$ cat config.mk
export PLATFORM = sky130hd
export DESIGN_NAME = uart_rx_cmd_ctrl
export DESIGN_NICKNAME = d
export VERILOG_FILES = /design/src/rtl/uart_rx_cmd_ctrl.sv
export SDC_FILE = /design/constraint.sdc
export NUM_CORES = 1
export LEC_CHECK = 0
export ABC_AREA = 1
export CAP_MARGIN = 40
export CORE_ASPECT_RATIO = 1.1
export CORE_MARGIN = 2
export CORE_UTILIZATION = 43
export DETAILED_ROUTE_END_ITERATION = 16
export PLACE_DENSITY_LB_ADDON = 0.1
export RECOVER_POWER = 25
export SYNTH_ARGS = -nofsm -noshare
export SYNTH_HDL_FRONTEND = slang
export SYNTH_SLANG_ARGS = --single-unit
$ cat constraint.sdc
create_clock -name CLK -period 1.35 [get_ports CLK]
set_input_delay 0.135 -clock CLK [delete_from_list [all_inputs] [get_ports CLK]]
set_output_delay 0.135 -clock CLK [all_outputs]
set_load 0.02 [all_outputs]
$ cat src/rtl/uart_rx_cmd_ctrl.sv
// UART command decoder: turns 0xAA/0xBB byte frames from a UART receiver into
// register-file writes and reads, and returns read data to the UART transmitter.
module uart_rx_cmd_ctrl #(
  parameter int DATA_WIDTH = 8,
  parameter int ADDR_WIDTH = 4,
  parameter int TIMEOUT    = 1024
) (
  input  logic                  CLK,
  input  logic                  RST,
  input  logic [DATA_WIDTH-1:0] RX_P_DATA,
  input  logic                  RX_D_VLD,
  input  logic                  RX_ERR,
  input  logic [DATA_WIDTH-1:0] RF_RD_DATA,
  input  logic                  RF_RD_DATA_VLD,
  input  logic                  TX_BUSY,
  output logic                  RF_WR_EN,
  output logic                  RF_RD_EN,
  output logic [ADDR_WIDTH-1:0] RF_ADDR,
  output logic [DATA_WIDTH-1:0] RF_WR_DATA,
  output logic [DATA_WIDTH-1:0] TX_P_DATA,
  output logic                  TX_D_VLD,
  output logic                  CMD_ERR
);

  localparam int CW = (TIMEOUT > 2) ? $clog2(TIMEOUT) : 1;
  // The counter aborts on the cycle it would otherwise reach TIMEOUT-1.
  localparam logic [CW-1:0] LIMIT = CW'(TIMEOUT - 2);
  localparam logic [DATA_WIDTH-1:0] CMD_WR = DATA_WIDTH'(8'hAA);
  localparam logic [DATA_WIDTH-1:0] CMD_RD = DATA_WIDTH'(8'hBB);

  typedef enum logic [2:0] {
    IDLE, WR_ADDR, WR_DATA, RD_ADDR, RD_WAIT, TX_REQ
  } state_t;

  state_t                  state, state_n;
  logic [CW-1:0]           cnt, cnt_n;
  logic [ADDR_WIDTH-1:0]   addr_n;
  logic [DATA_WIDTH-1:0]   wdata_n, txd_n;
  logic                    wr_en_n, rd_en_n, tx_vld_n, cmd_err_n;
  logic                    good, bad, expire;

  assign good   = RX_D_VLD & ~RX_ERR;
  assign bad    = RX_D_VLD &  RX_ERR;
  assign expire = (cnt == LIMIT);

  always_comb begin
    // NOTE: every variable gets a default before the case so no path leaves one
    // unassigned; that is what keeps this block from inferring latches.
    state_n   = state;
    cnt_n     = '0;
    addr_n    = RF_ADDR;
    wdata_n   = RF_WR_DATA;
    txd_n     = TX_P_DATA;
    wr_en_n   = 1'b0;
    rd_en_n   = 1'b0;
    tx_vld_n  = 1'b0;
    cmd_err_n = 1'b0;
    unique case (state)
      IDLE: begin
        if (good && RX_P_DATA == CMD_WR)      state_n = WR_ADDR;
        else if (good && RX_P_DATA == CMD_RD) state_n = RD_ADDR;
      end
      WR_ADDR, RD_ADDR: begin
        if (good) begin
          addr_n  = RX_P_DATA[ADDR_WIDTH-1:0];
          rd_en_n = (state == RD_ADDR);
          state_n = (state == RD_ADDR) ? RD_WAIT : WR_DATA;
        end else if (bad || expire) begin
          cmd_err_n = 1'b1;
          state_n   = IDLE;
        end else begin
          cnt_n = cnt + CW'(1);
        end
      end
      WR_DATA: begin
        if (good) begin
          wdata_n = RX_P_DATA;
          wr_en_n = 1'b1;
          state_n = IDLE;
        end else if (bad || expire) begin
          cmd_err_n = 1'b1;
          state_n   = IDLE;
        end else begin
          cnt_n = cnt + CW'(1);
        end
      end
      RD_WAIT: begin
        // Received bytes are dropped here; only the register file can end the wait.
        if (RF_RD_DATA_VLD) begin
          txd_n   = RF_RD_DATA;
          state_n = TX_REQ;
        end else if (expire) begin
          cmd_err_n = 1'b1;
          state_n   = IDLE;
        end else begin
          cnt_n = cnt + CW'(1);
        end
      end
      TX_REQ: begin
        if (!TX_BUSY) begin
          tx_vld_n = 1'b1;
          state_n  = IDLE;
        end
      end
      default: state_n = IDLE;
    endcase
  end

  // NOTE: sequential state uses non-blocking assignments so every register
  // samples the pre-edge values, independent of statement order.
  always_ff @(posedge CLK or negedge RST) begin
    if (!RST) begin
      state      <= IDLE;
      cnt        <= '0;
      RF_ADDR    <= '0;
      RF_WR_DATA <= '0;
      TX_P_DATA  <= '0;
      RF_WR_EN   <= 1'b0;
      RF_RD_EN   <= 1'b0;
      TX_D_VLD   <= 1'b0;
      CMD_ERR    <= 1'b0;
    end else begin
      state      <= state_n;
      cnt        <= cnt_n;
      RF_ADDR    <= addr_n;
      RF_WR_DATA <= wdata_n;
      TX_P_DATA  <= txd_n;
      RF_WR_EN   <= wr_en_n;
      RF_RD_EN   <= rd_en_n;
      TX_D_VLD   <= tx_vld_n;
      CMD_ERR    <= cmd_err_n;
    end
  end

endmodule

Word-level counts from Yosys, hierarchy flattened
Cells that the tools add are included.
- multiplexer cells: 26
- bitwise logic cells: 3
- multiply operators: 0
- add/subtract/negate cells: 1
- reductions and logical operators: 10
- shift-type cells: 0
- div/mod/pow operators: 0
- equal/unequal tests: 11
- magnitude comparators: 0
- operators by type and width (kind ; number):
    2-to-1 mux 10 bit ; 4
    2-to-1 mux 3 bit ; 9
    case mux 10 bit (2 select lines) ; 1
    equality test 8 bit (second input constant) ; 2
    case mux 3 bit (5 select lines) ; 1
    adder 10 x 1 -> 10 bit (second input constant) ; 1
    equality test 10 bit (second input constant) ; 1
    2-to-1 mux 1 bit ; 10
    equality test 3 x 2 -> 1 bit (second input constant) ; 2
    equality test 3 bit (second input constant) ; 2
    != test 3 bit (second input constant) ; 2
    AND reduction 2 bit ; 3
    equality test 3 x 1 -> 1 bit (second input constant) ; 1
    logical NOT 3 bit ; 1
    AND reduction 3 bit ; 1
    OR reduction 3 bit ; 1
    AND 1 bit ; 2
    logical AND 1 bit ; 2
    != test 2 bit (second input constant) ; 1
    case mux 1 bit (2 select lines) ; 1
    OR reduction 2 bit ; 1
    logical OR 1 bit ; 1
    inverter 1 bit ; 1
- bits in registers: 37
- memories kept: 0
- ROM bits: 0
- logic and storage cells: 60
- bits in latches: 0
- RAM bits: 0
- output and inout port bits: 24

Longest topological paths before layout
- depth after elaboration: 6
- gate-level depth with buffers: 9
- mapped depth without buffers: 9

Worst setup path before layout
No wires, ideal clock.
- kind: reg2reg
- start point: register cnt[0]
- end point: register state[1]
- path slack: 0.096 ns
- buffers on the path: 0
- data required time: 1.277 ns
- stages on the path, launching flop included: 9
- arrival: 1.181 ns
- library setup time: 0.073 ns
- cell sequence: dfrtp_1 > inv_1 > ha_1 > nand3_1 > nor2_4 > nand2_4 > a21oi_2 > nand2_1 > a21oi_2
- longest elaborated chain between the ends: 5
- ends and longest elaborated chain (element ; RTL line ; RTL):
    from (decl) ; 36 ; logic [CW-1:0] cnt, cnt_n;
    from (signal assigned) ; 124 ; cnt <= cnt_n;
    equality test 10 bit * ; 44 ; assign expire = (cnt == LIMIT);
    logical OR 1 bit ; 68, 80 ;
    2-to-1 mux 3 bit ; n/a ;
    2-to-1 mux 3 bit, on equally long branches ; n/a ;
    case mux 3 bit (5 select lines) ; n/a ;
    to (signal assigned) ; 123 ; state <= state_n;
    to (decl) ; 35 ; state_t state, state_n;
Mark *: on every way between the ends. The rest lies on a longest branch, timed or not.
A chain may end at the register's enable or synchronous reset.

Final worst setup path
Ends and elaborated chain as after synthesis.

==> qor.csv <==
stage,metric,value,unit
floorplan,pin_count,46,
cells_and_area,layout_commonest_cell,nand2_1,
setup_path,worst_path_max_delay_cell,dfrtp_1,
timing,final.setup_skew,0.004111,ns
synthesis,synth_top_cell_by_area,dfrtp_1,
synthesis,synthTopCellsByArea,"dfrtp_1 (54%), nand2_1 (14%), nor2_1 (4.6%)",
routing,num_vias,1370,
timing,finalCritPeriodShare,98.29,%
floorplan,die_w,64.31,um
timing,relSlewSlack,45.50,%
floorplan,die_h,70.34,um
global_route,antenna_found_initial,0,
synthesis,ys_ff_latch,37,
synthesis,seq_area_frac_synth,53.82,%
synthesis,yosysWarnings,0,
run,maxCapViolCount,0,
synthesis,synth.top_cell.area_share,53.82,%
setup_path,critPathArrivalTime,1.55,ns
hold_path,hp-class,in -> reg,
cts,cts_root_buf,clkbuf_8,
power_and_ir_drop,vdd_drop_max,0.0009317,V
cts,ctsHtreeMaxLevel,2,
cells_and_area,layout_common_cells,"nand2_1 (62), dfrtp_1 (37), dlygate4sd2_1 (23), nor2_1 (21), clkdlybuf4s50_1 (21)",
global_route,grt.total_usage,16.96,%
placed_design,port-buffer-count,45,
routing,detail-route-antenna-nets,0,
placed_design,pre_cts_slack,-0.04884,ns
setup_path,cpPeakStageDelay,0.41,ns
synthesis,syn-num-nets,215,
global_route,grt_max_degree,38,
timing,rsz0062_at_grt,yes,
cells_and_area,fillCellCount,363,
setup_path,crit_path_cell_trace,"inv_1, ha_2, nand3_2, nor2_4, nand2_4, a21oi_4, nand2_1, a21oi_2",
routing,wirelength,3363,um
cts,cts_buffers,5,
global_route,grt_overflow,0,
placed_design,place_hpwl,2449,um
synthesis,syn_area_per_cell,9.007,um^2
synthesis,syn-cell-area,1720,um^2
power_and_ir_drop,leakage,1.196,nW
synthesis,yosysUniqueCellTypes,26,
timing,setup_viol,0,
timing,whs,0.3791,ns
global_route,grt_pass1_vias,1335,
setup_path,crit_type,reg -> reg,
floorplan,num_rows,24,
timing,fin_crit,1.327,ns
cells_and_area,insertedDiodeCount,0,
setup_path,worstSetupEndpointType,register,
floorplan,die_area,4524,um^2
routing,routedWlPerCell,11.10,um
placed_design,gp_routability_congestion,0.8059,
power_and_ir_drop,p_per_area,1717,nW/um^2
routing,dr.first_iter.drc_count,65,
synthesis,netlist_instances,191,
floorplan,start_util,44.07,%
timing,setup_ws,0.02311,ns
global_route,grt_pass1_wl,5899,um
cts,insertion_delay,0.29,ns
routing,avgViaCountPerCell,4.521,
routing,drcViolationCount,0,
timing,hold_viol_final,0,
outcome,status,finished clean,
cts,cts_tree,built,
cts,clkTransAtPathRegs,0.07,ns
floorplan,core_area,3904,um^2
setup_path,cp.required,1.57,ns
timing,max_freq,753.6,MHz
cells_and_area,final_net_count,275,
cts,cts_sinks,37,
setup_path,critPathMaxFanout,4,
setup_path,startpoint_type,register,
cts,cts_buffer_depth,2,
timing,drv_slew,0,
cells_and_area,synthToLayoutAreaGrowth,38.40,%
cells_and_area,drive_gt1_share,16.33,%
timing,tightest_slew,0.8174,ns
routing,dr.pass1.iters,4,
-- layer usage --
| layer | share of wire, % | up-vias | track usage, % | wire [um] |
|---|---|---|---|---|
| li1 | - | 724 | - | - |
| met4 | 2.2 | 0 | 7.801 | 74 |
| met3 | 4.5 | 8 | 4.831 | 150 |
| met2 | 48 | 26 | 27.78 | 1611 |
| met1 | 45 | 612 | 20.57 | 1527 |
| met5 | 0 | - | 0 | 0 |
-- repair_timing --
item,4_1_cts,5_1_grt
pin swaps,0,1
gates resized for setup,25,3
hold endpoints to repair,37,0
endpoints found under the setup margin,25,6
hold buffers,1,0
setup buffers,0,0
-- cells in the mapped netlist --
cell,n
buf_4,1
inv_2,2
nor2_4,4
nor2_1,21
inv_1,16
nand2_1,62
a21oi_1,2
o21ai_4,1
nand3_1,10
a21oi_2,2
nor3_1,4
o21ai_2,4
nor3_2,2
xor2_1,1
nand2_2,1
dfrtp_1,37
nand3_4,1
nor3b_2,1
o21ai_1,2
nand2_4,2
ha_1,2
xnor2_1,3
nand4_1,2
nand3_2,2
nand3b_1,1
o21ai_0,5
-- registers in the layout, summed over array words and instances, names as in the netlist --
register / count
CMD_ERR: 1
RF_WR_EN: 1
TX_P_DATA: 8
cnt: 10
RF_ADDR: 4
TX_D_VLD: 1
RF_RD_EN: 1
RF_WR_DATA: 8
state: 3
-- area by class of cell --
class	count	area (um^2)	area share (%)
Clock buffer	7	86.33	3.626
Inverter	18	67.56	2.838
Multi-Input combinational cell	135	739.5	31.06
Sequential cell	37	925.9	38.89
Tap cell	52	65.06	2.733
Timing Repair Buffer	54	496.7	20.86
-- critical path, delay by kind of cell, from the launching register on --
| kind | cells | cell delay [ns] |
|---|---|---|
| compound gates | 2 | 0.24 |
| fa+ha+maj | 1 | 0.17 |
| buf+inv | 1 | 0.07 |
| flops | 1 | 0.41 |
| simple gates | 4 | 0.36 |
-- kinds of logic (layout without fill, tap and decap cells) --
| kind of cell | count (synthesis) | count (layout) | share of synthesized area (%) |
|---|---|---|---|
| flops | 37 | 37 | 53.82 |
| fa+ha+maj | 2 | 2 | 1.454 |
| compound gates | 16 | 16 | 6.618 |
| xor+xnor | 4 | 4 | 2.037 |
| simple gates | 113 | 113 | 31.71 |
| buf+inv | 19 | 79 | 4.364 |
-- per-stage QoR --
step                util [%]  instance area (um^2)  instances   TNS, ns  total power [W]
finish                 60.99                  2381        303         0         0.004088
floorplan                  -                  1720        191         0         0.002699
CTS                    61.19                  2389        303         0         0.004150
global route           60.99                  2381        303   -0.1203         0.004382
detailed placement     59.13                  2308        295  -0.06430         0.003568
global placement       59.13                  2308        295  -0.02731         0.003551
-- final timing paths --
| check | slack, ns | start | to | depth (start not counted) |
|---|---|---|---|---|
| max in group asynchronous | 0.28 | RST | cnt[8] | 3 |
| worst min-delay path | 0.38 | RF_RD_DATA[4] | TX_P_DATA[4] | 3 |
| worst min register to register | 0.47 | TX_P_DATA[1] | TX_P_DATA[1] | 2 |
| worst max register to register | 0.02 | cnt[0] | state[1] | 8 |
| worst max-delay path | 0.02 | cnt[0] | state[1] | 8 |
| min in group asynchronous | 0.56 | RST | cnt[1] | 3 |
-- power breakdown --
group	total, W	internal [W]	switching, W
logic	0.00165	0.000664	0.000984
registers	0.00167	0.00146	0.000210
clock network	0.000771	0.000405	0.000366
No activity file was read; power rests on OpenSTA's default activity.
